$ cat config.mk
export PLATFORM = sky130hd
export DESIGN_NAME = dual_clock_fifo
export DESIGN_NICKNAME = d
export VERILOG_FILES = /design/src/rtl/dual_clock_fifo.sv
export SDC_FILE = /design/constraint.sdc
export NUM_CORES = 1
export LEC_CHECK = 0
export CORE_MARGIN = 3
export CORE_UTILIZATION = 50
export CTS_BUF_LIST = sky130_fd_sc_hd__clkbuf_2
export DETAILED_ROUTE_END_ITERATION = 8
export GPL_ROUTABILITY_DRIVEN = 0
export PLACE_DENSITY = 0.73
export SLEW_MARGIN = 10
export SYNTH_ARGS = -nofsm -noshare
export SYNTH_HDL_FRONTEND = slang
export SYNTH_SLANG_ARGS = --single-unit
$ cat constraint.sdc
create_clock -name clk -period 2.95 [get_ports clk]
set_clock_uncertainty 0.2 [all_clocks]
set_input_delay 0.59 -clock clk [delete_from_list [all_inputs] [get_ports clk]]
set_output_delay 0.59 -clock clk [all_outputs]
set_load 0.01 [all_outputs]
$ cat src/rtl/dual_clock_fifo.sv
// Single-clock FIFO with occupancy count, threshold flags and sticky error flags.
// Binary pointers carry one extra wrap bit so full and empty are distinguishable.
module dual_clock_fifo #(
    parameter int DATA_W   = 8,
    parameter int DEPTH    = 8,
    localparam int ADDR_W  = $clog2(DEPTH),
    parameter int AF_LEVEL = DEPTH - 1,
    parameter int AE_LEVEL = 1
) (
    input  logic              clk,
    input  logic              rst,
    input  logic              wen,
    input  logic [DATA_W-1:0] wdata,
    input  logic              ren,
    output logic [DATA_W-1:0] rdata,
    output logic              full,
    output logic              empty,
    output logic [ADDR_W:0]   count,
    output logic              almost_full,
    output logic              almost_empty,
    output logic              overflow,
    output logic              underflow
);

    localparam logic [ADDR_W:0] AF_CNT = (ADDR_W + 1)'(AF_LEVEL);
    localparam logic [ADDR_W:0] AE_CNT = (ADDR_W + 1)'(AE_LEVEL);

    logic [DATA_W-1:0] mem [DEPTH];
    logic [ADDR_W:0]   wptr;
    logic [ADDR_W:0]   rptr;
    logic              wr_ok;
    logic              rd_ok;

    assign empty        = (wptr == rptr);
    assign full         = (wptr[ADDR_W-1:0] == rptr[ADDR_W-1:0]) &&
                          (wptr[ADDR_W] != rptr[ADDR_W]);
    assign count        = wptr - rptr;
    assign almost_full  = (count >= AF_CNT);
    assign almost_empty = (count <= AE_CNT);

    // Acceptance uses pre-edge flags, so a full FIFO never passes a write through.
    assign wr_ok = wen && !full;
    assign rd_ok = ren && !empty;

    always_ff @(posedge clk) begin
        if (rst) begin
            wptr      <= '0;
            rptr      <= '0;
            rdata     <= '0;
            overflow  <= 1'b0;
            underflow <= 1'b0;
        end else begin
            if (wr_ok) begin
                wptr <= wptr + 1'b1;
            end
            if (rd_ok) begin
                rdata <= mem[rptr[ADDR_W-1:0]];
                rptr  <= rptr + 1'b1;
            end
            if (wen && full) begin
                overflow <= 1'b1;
            end
            if (ren && empty) begin
                underflow <= 1'b1;
            end
        end
    end

    // Storage is intentionally not reset.
    always_ff @(posedge clk) begin
        if (!rst && wr_ok) begin
            mem[wptr[ADDR_W-1:0]] <= wdata;
        end
    end

endmodule

; ---- Yosys cells after proc, flatten, opt, wreduce, memory -nomap -nowiden
; Memories as Yosys holds them, arrays and structs flattened. A register that Yosys moved wholly into a read port is not among the register bits.
; Index checks and enable logic that the tools add are counted.
[totals]
elab_cells = 24
ff_bits = 10
memories = 1
ramBits = 64
output_inout_bits = 18
[memory_table]
columns = memory, words, width, read_ports, rd_clocked_by_memory_dff, wr, line_no
row1 = mem, 8, 8, 1, 1, 1, 28  ; logic [DATA_W-1:0] mem [DEPTH];
[op_classes]
order_cmp = 2
muxes = 2
reduce_logical = 9
n_eq_ne = 3
addsub = 3
[op_table]
columns = op, count
row1 = 4-bit by 1-bit adder with 4-bit output (second input constant), 2
row2 = 1-bit logical AND, 6
row3 = 4-bit equality test, 1
row4 = 4-bit by 3-bit greater-or-equal comparator with 1-bit output (second input constant), 1
row5 = 4-bit by 1-bit less-or-equal comparator with 1-bit output (second input constant), 1
row6 = 4-bit subtractor, 1
row7 = 3-bit equality test, 1
row8 = 1-bit zero test, 3
row9 = 1-bit two-way mux, 2
row10 = 1-bit != test, 1

; ---- Depth between registers and ports, before layout
[logic_depth]
ltp_word = 7
ltp_mapped = 10
ltp_nobuf = 6

; ---- Least setup slack after synthesis
; No wires, ideal clock.
[synth_path]
kind = register -> register
from = register rptr[1]
to = memory mem[1][0], enable pin
arrival_time_ns = 2.579
setup_slack_ns = -0.224
setup_ns = 0.395
stages_incl_launch_ff = 10
cell_sequence = dfxtp_1 buf_6 buf_8 buf_6 inv_1 ha_1 nand3_1 o21ai_2 or2_4 nor4_1
[synth_between]
elab_chain_len = 7
[synth_rtl]
columns = element, line_no
row1 = start: declaration, 30  ; logic [ADDR_W:0] rptr;
row2 = start signal: assignment, 58  ; rptr <= rptr + 1'b1;
row3 = 3-bit equality test, 35  ; assign full = (wptr[ADDR_W-1:0] == rptr[ADDR_W-1:0]) &&
row4 = 1-bit logical AND, 35
row5 = 1-bit zero test, 42  ; assign wr_ok = wen && !full;
row6 = 1-bit logical AND, 42
row7 = 1-bit logical AND, 71  ; if (!rst && wr_ok) begin
row8 = 1-bit two-way mux, 71
row9 = 1-bit two-way mux (implied by the code), 72  ; mem[wptr[ADDR_W-1:0]] <= wdata;
row10 = end: declaration, 28
; Every way passes these cells.

; ---- Worst setup path after layout
[layout_path]
from = register wptr[0]
to = output port almost_full
[layout_between]
elab_chain_len = 2
[layout_rtl]
columns = element, line_no
row1 = start: declaration, 29  ; logic [ADDR_W:0] wptr;
row2 = start signal: assignment, 54  ; wptr <= wptr + 1'b1;
row3 = 4-bit subtractor, 37  ; assign count = wptr - rptr;
row4 = 4-bit by 3-bit greater-or-equal comparator with 1-bit output, 38  ; assign almost_full = (count >= AF_CNT);
row5 = end: declaration, 19  ; output logic almost_full,
; Every way passes these cells.

==> run_results.csv <==
group,metric,value,unit
run_status,status,"finished clean",
critical_path,crit_slowest_cell,"fa_2",
critical_path,max_stage_delay,470,ps
critical_path,crit_family,"adder cells",
global_routing,overflow,0,
timing,slew_viol_final,0,
critical_path,worst-path-buf-inv,2,
timing,finalSetupViolations,0,
finish,drive_gt1_frac,0.234,
synthesis,postSynthAreaPerCell,15.2,µm²
detailed_routing,vias,1955,
finish,final.fill_count,511,
detailed_routing,dr.pass1.iters,4,
detailed_routing,dr.first_iter.drc_count,179,
timing,rsz0062_at_grt,"false",
timing,final-hold-violation-count,0,
synthesis,ys_warn_count,0,
floorplanning,die_y,88.1,µm
placed_design,dpl.cell_count,333,
detailed_routing,wl,6300,µm
placed_design,dp_hpwl,4020,µm
global_routing,grt_max_degree,27,
timing,tns,0,ps
worst_hold_path,worstHoldPathType,"register to register",
global_routing,grt_pass1_vias,1760,
synthesis,syn_area,3370,µm²
floorplanning,dieWidth,88.1,µm
floorplanning,ios,30,
clocking,cts-htree-levels,3,
pwr,p_per_area,582,nW/µm²
timing,max_slew_margin,0.626,
detailed_routing,wl_met1,2820,µm
detailed_routing,viasPerCell,5.57,
pwr,p_leak,1.38,nW
flow_run,cap_violations,0,
clocking,cts-hold-fix-buffers,0,
timing,worst_pin_slew,559,ps
finish,insertedDiodeCount,0,
detailed_routing,drc,0,
synthesis,synth_edf_count,64,
floorplanning,die_area,7770,µm²
clocking,cts-root-buf,"clkbuf_2",
critical_path,critPathLaunchType,"register",
finish,final_cells,351,
clocking,numCtsBuffers,9,
synthesis,syn-num-nets,240,
detailed_routing,met3_length,345,µm
clocking,tritoncts,"yes",
finish,area_delta_synth_final,19.1,%
clocking,clockBufferDepth,2,
synthesis,synth_seq_cells,82,
floorplanning,initial_core_util,0.522,
timing,min_period_over_period,0.951,
critical_path,critPathCaptureType,"output pin",
synthesis,synth.distinct_cells,39,
detailed_routing,drtAntennaViolNets,0,
synthesis,syn_inst,222,
finish,layout.cells.most_common_list,"edfxtp_1, nor2_1, clkdlybuf4s50_1, buf_4, mux2i_1",
pwr,ir_worst_vdd,0.398,mV
floorplanning,fp-row-count,29,
synthesis,synth-main-ff-cell,"edfxtp_1",
timing,finalCriticalPeriod,2810,ps
synthesis,synthArstFlopShare,0,
floorplanning,fp.coreArea,6460,µm²
critical_path,path_cells,"inv_1 > ha_2 > fa_2 > o32ai_2 > buf_2",
clocking,insertion_delay,500,ps
synthesis,ys_seq_area_frac,0.677,
finish,finalNetCount,287,
global_routing,antenna_found_initial,0,
detailed_routing,top_layer_used,"met4",
critical_path,path_class,"register to output pin",
placed_design,portBuffers,29,
finish,final_common_cell,"edfxtp_1",
critical_path,crit_fanout,3,
detailed_routing,route.met2.wl,3070,µm
clocking,clkTransAtPathRegs,200,ps
timing,max_freq,0.356,GHz
global_routing,grt_pass1_wl,9720,µm
critical_path,required,2160,ps
critical_path,crit_arrival,2020,ps
detailed_routing,wl_per_cell,18.0,µm
clocking,clkSinkCount,82,
global_routing,grt_use_total,0.177,
[metal layers]
metal | track usage | vias to the layer above
met1 | 0.254 | 954
met4 | 0.0769 | 0
met5 | 0 | -
li1 | - | 942
met3 | 0.0376 | 5
met2 | 0.262 | 54
[cell type report]
cell class	instances	area, µm²	area share
inverters	8	30.0	0.00747
repair buffers	47	413	0.103
multi-input cells	121	1080	0.268
clock inverters	7	67.6	0.0168
flip-flops and latches	82	2290	0.570
clock buffers	9	45.0	0.0112
well taps	77	96.3	0.0240
[through the flow]
stage / setup slack [ps] / cell area, µm² / power, mW / hold WS (ps) / util
after floorplan: 60.0 / 3390 / 1.59 / 263 / -
after global placement: 188 / 3820 / 1.78 / 248 / 0.592
after detailed placement: 131 / 3820 / 1.79 / 255 / 0.592
after CTS: 21.3 / 3990 / 2.35 / 300 / 0.618
after global routing: 12.2 / 4020 / 2.46 / 322 / 0.622
final: 145 / 4020 / 2.34 / 294 / 0.622
[worst paths after layout]
| check | startpoint | to | slack, ps | cells after the start |
|---|---|---|---|---|
| max | wptr[0]$_SDFFE_PP0P_ | almost_full | 140 | 5 |
| min | overflow$_SDFFE_PP0P_ | overflow$_SDFFE_PP0P_ | 290 | 2 |
| max reg2reg | rptr[1]$_SDFFE_PP0P_ | rdata[2]$_SDFFE_PP0P_ | 730 | 5 |
| min reg2reg | overflow$_SDFFE_PP0P_ | overflow$_SDFFE_PP0P_ | 290 | 2 |
[tightest hold or removal path, delay by kind of cell, from the launching register on]
kind             cells  cell delay [ps]
flip-flops           1              370
AO/OA/AOI/OAI        1               40
AND/OR/NAND/NOR      1               70
[repair_timing]
| item | CTS | global route |
|---|---|---|
| setup endpoints to repair | 7 | 3 |
| hold endpoints to repair | 0 | 0 |
| pin swaps | 0 | 1 |
| gates resized for setup | 19 | 11 |
| setup buffers | 2 | 0 |
[power breakdown]
part	switching (mW)	internal [mW]	leakage [nW]
Sequential	0.0182	1.29	0.727
Combinational	0.248	0.221	0.585
Clock	0.371	0.195	0.0678
[Yosys cell counts (2+ instances only)]
| library cell | n | share of area |
|---|---|---|
| a211oi_1 | 8 | 0.018 |
| a21oi_1 | 5 | 0.0074 |
| and3_1 | 2 | 0.0037 |
| buf_6 | 3 | 0.010 |
| clkbuf_1 | 5 | 0.0056 |
| dfxtp_1 | 18 | 0.11 |
| edfxtp_1 | 64 | 0.57 |
| ha_1 | 5 | 0.019 |
| inv_1 | 8 | 0.0089 |
| mux2i_1 | 17 | 0.050 |
| mux4_1 | 3 | 0.023 |
| mux4_2 | 5 | 0.033 |
| nand2_1 | 4 | 0.0044 |
| nand2b_1 | 2 | 0.0037 |
| nor2_1 | 23 | 0.026 |
| nor3_1 | 10 | 0.015 |
| nor4_1 | 2 | 0.0037 |
| o211ai_1 | 3 | 0.0067 |
| o21ai_0 | 2 | 0.0030 |
| o21ai_2 | 2 | 0.0052 |
| o22ai_1 | 8 | 0.015 |
| xnor2_1 | 3 | 0.0078 |
| xor2_1 | 4 | 0.010 |
[flip-flops by register name, indices dropped and copies added (netlist names)]
register,cells
mem,64
overflow,1
rdata,8
rptr,4
underflow,1
wptr,4
[cells by family (layout without fill, tap and decap cells)]
group	count (synthesis)	after routing	synth area share
adder cells (fa/ha/maj)	6	6	0.0245
AO/OA/AOI/OAI	31	31	0.0627
AND/OR/NAND/NOR	51	51	0.0746
flip-flops	82	82	0.677
buffers and inverters	19	71	0.0315
XOR/XNOR	8	8	0.0230
multiplexers	25	25	0.107
No activity file was read; power rests on OpenSTA's default activity.
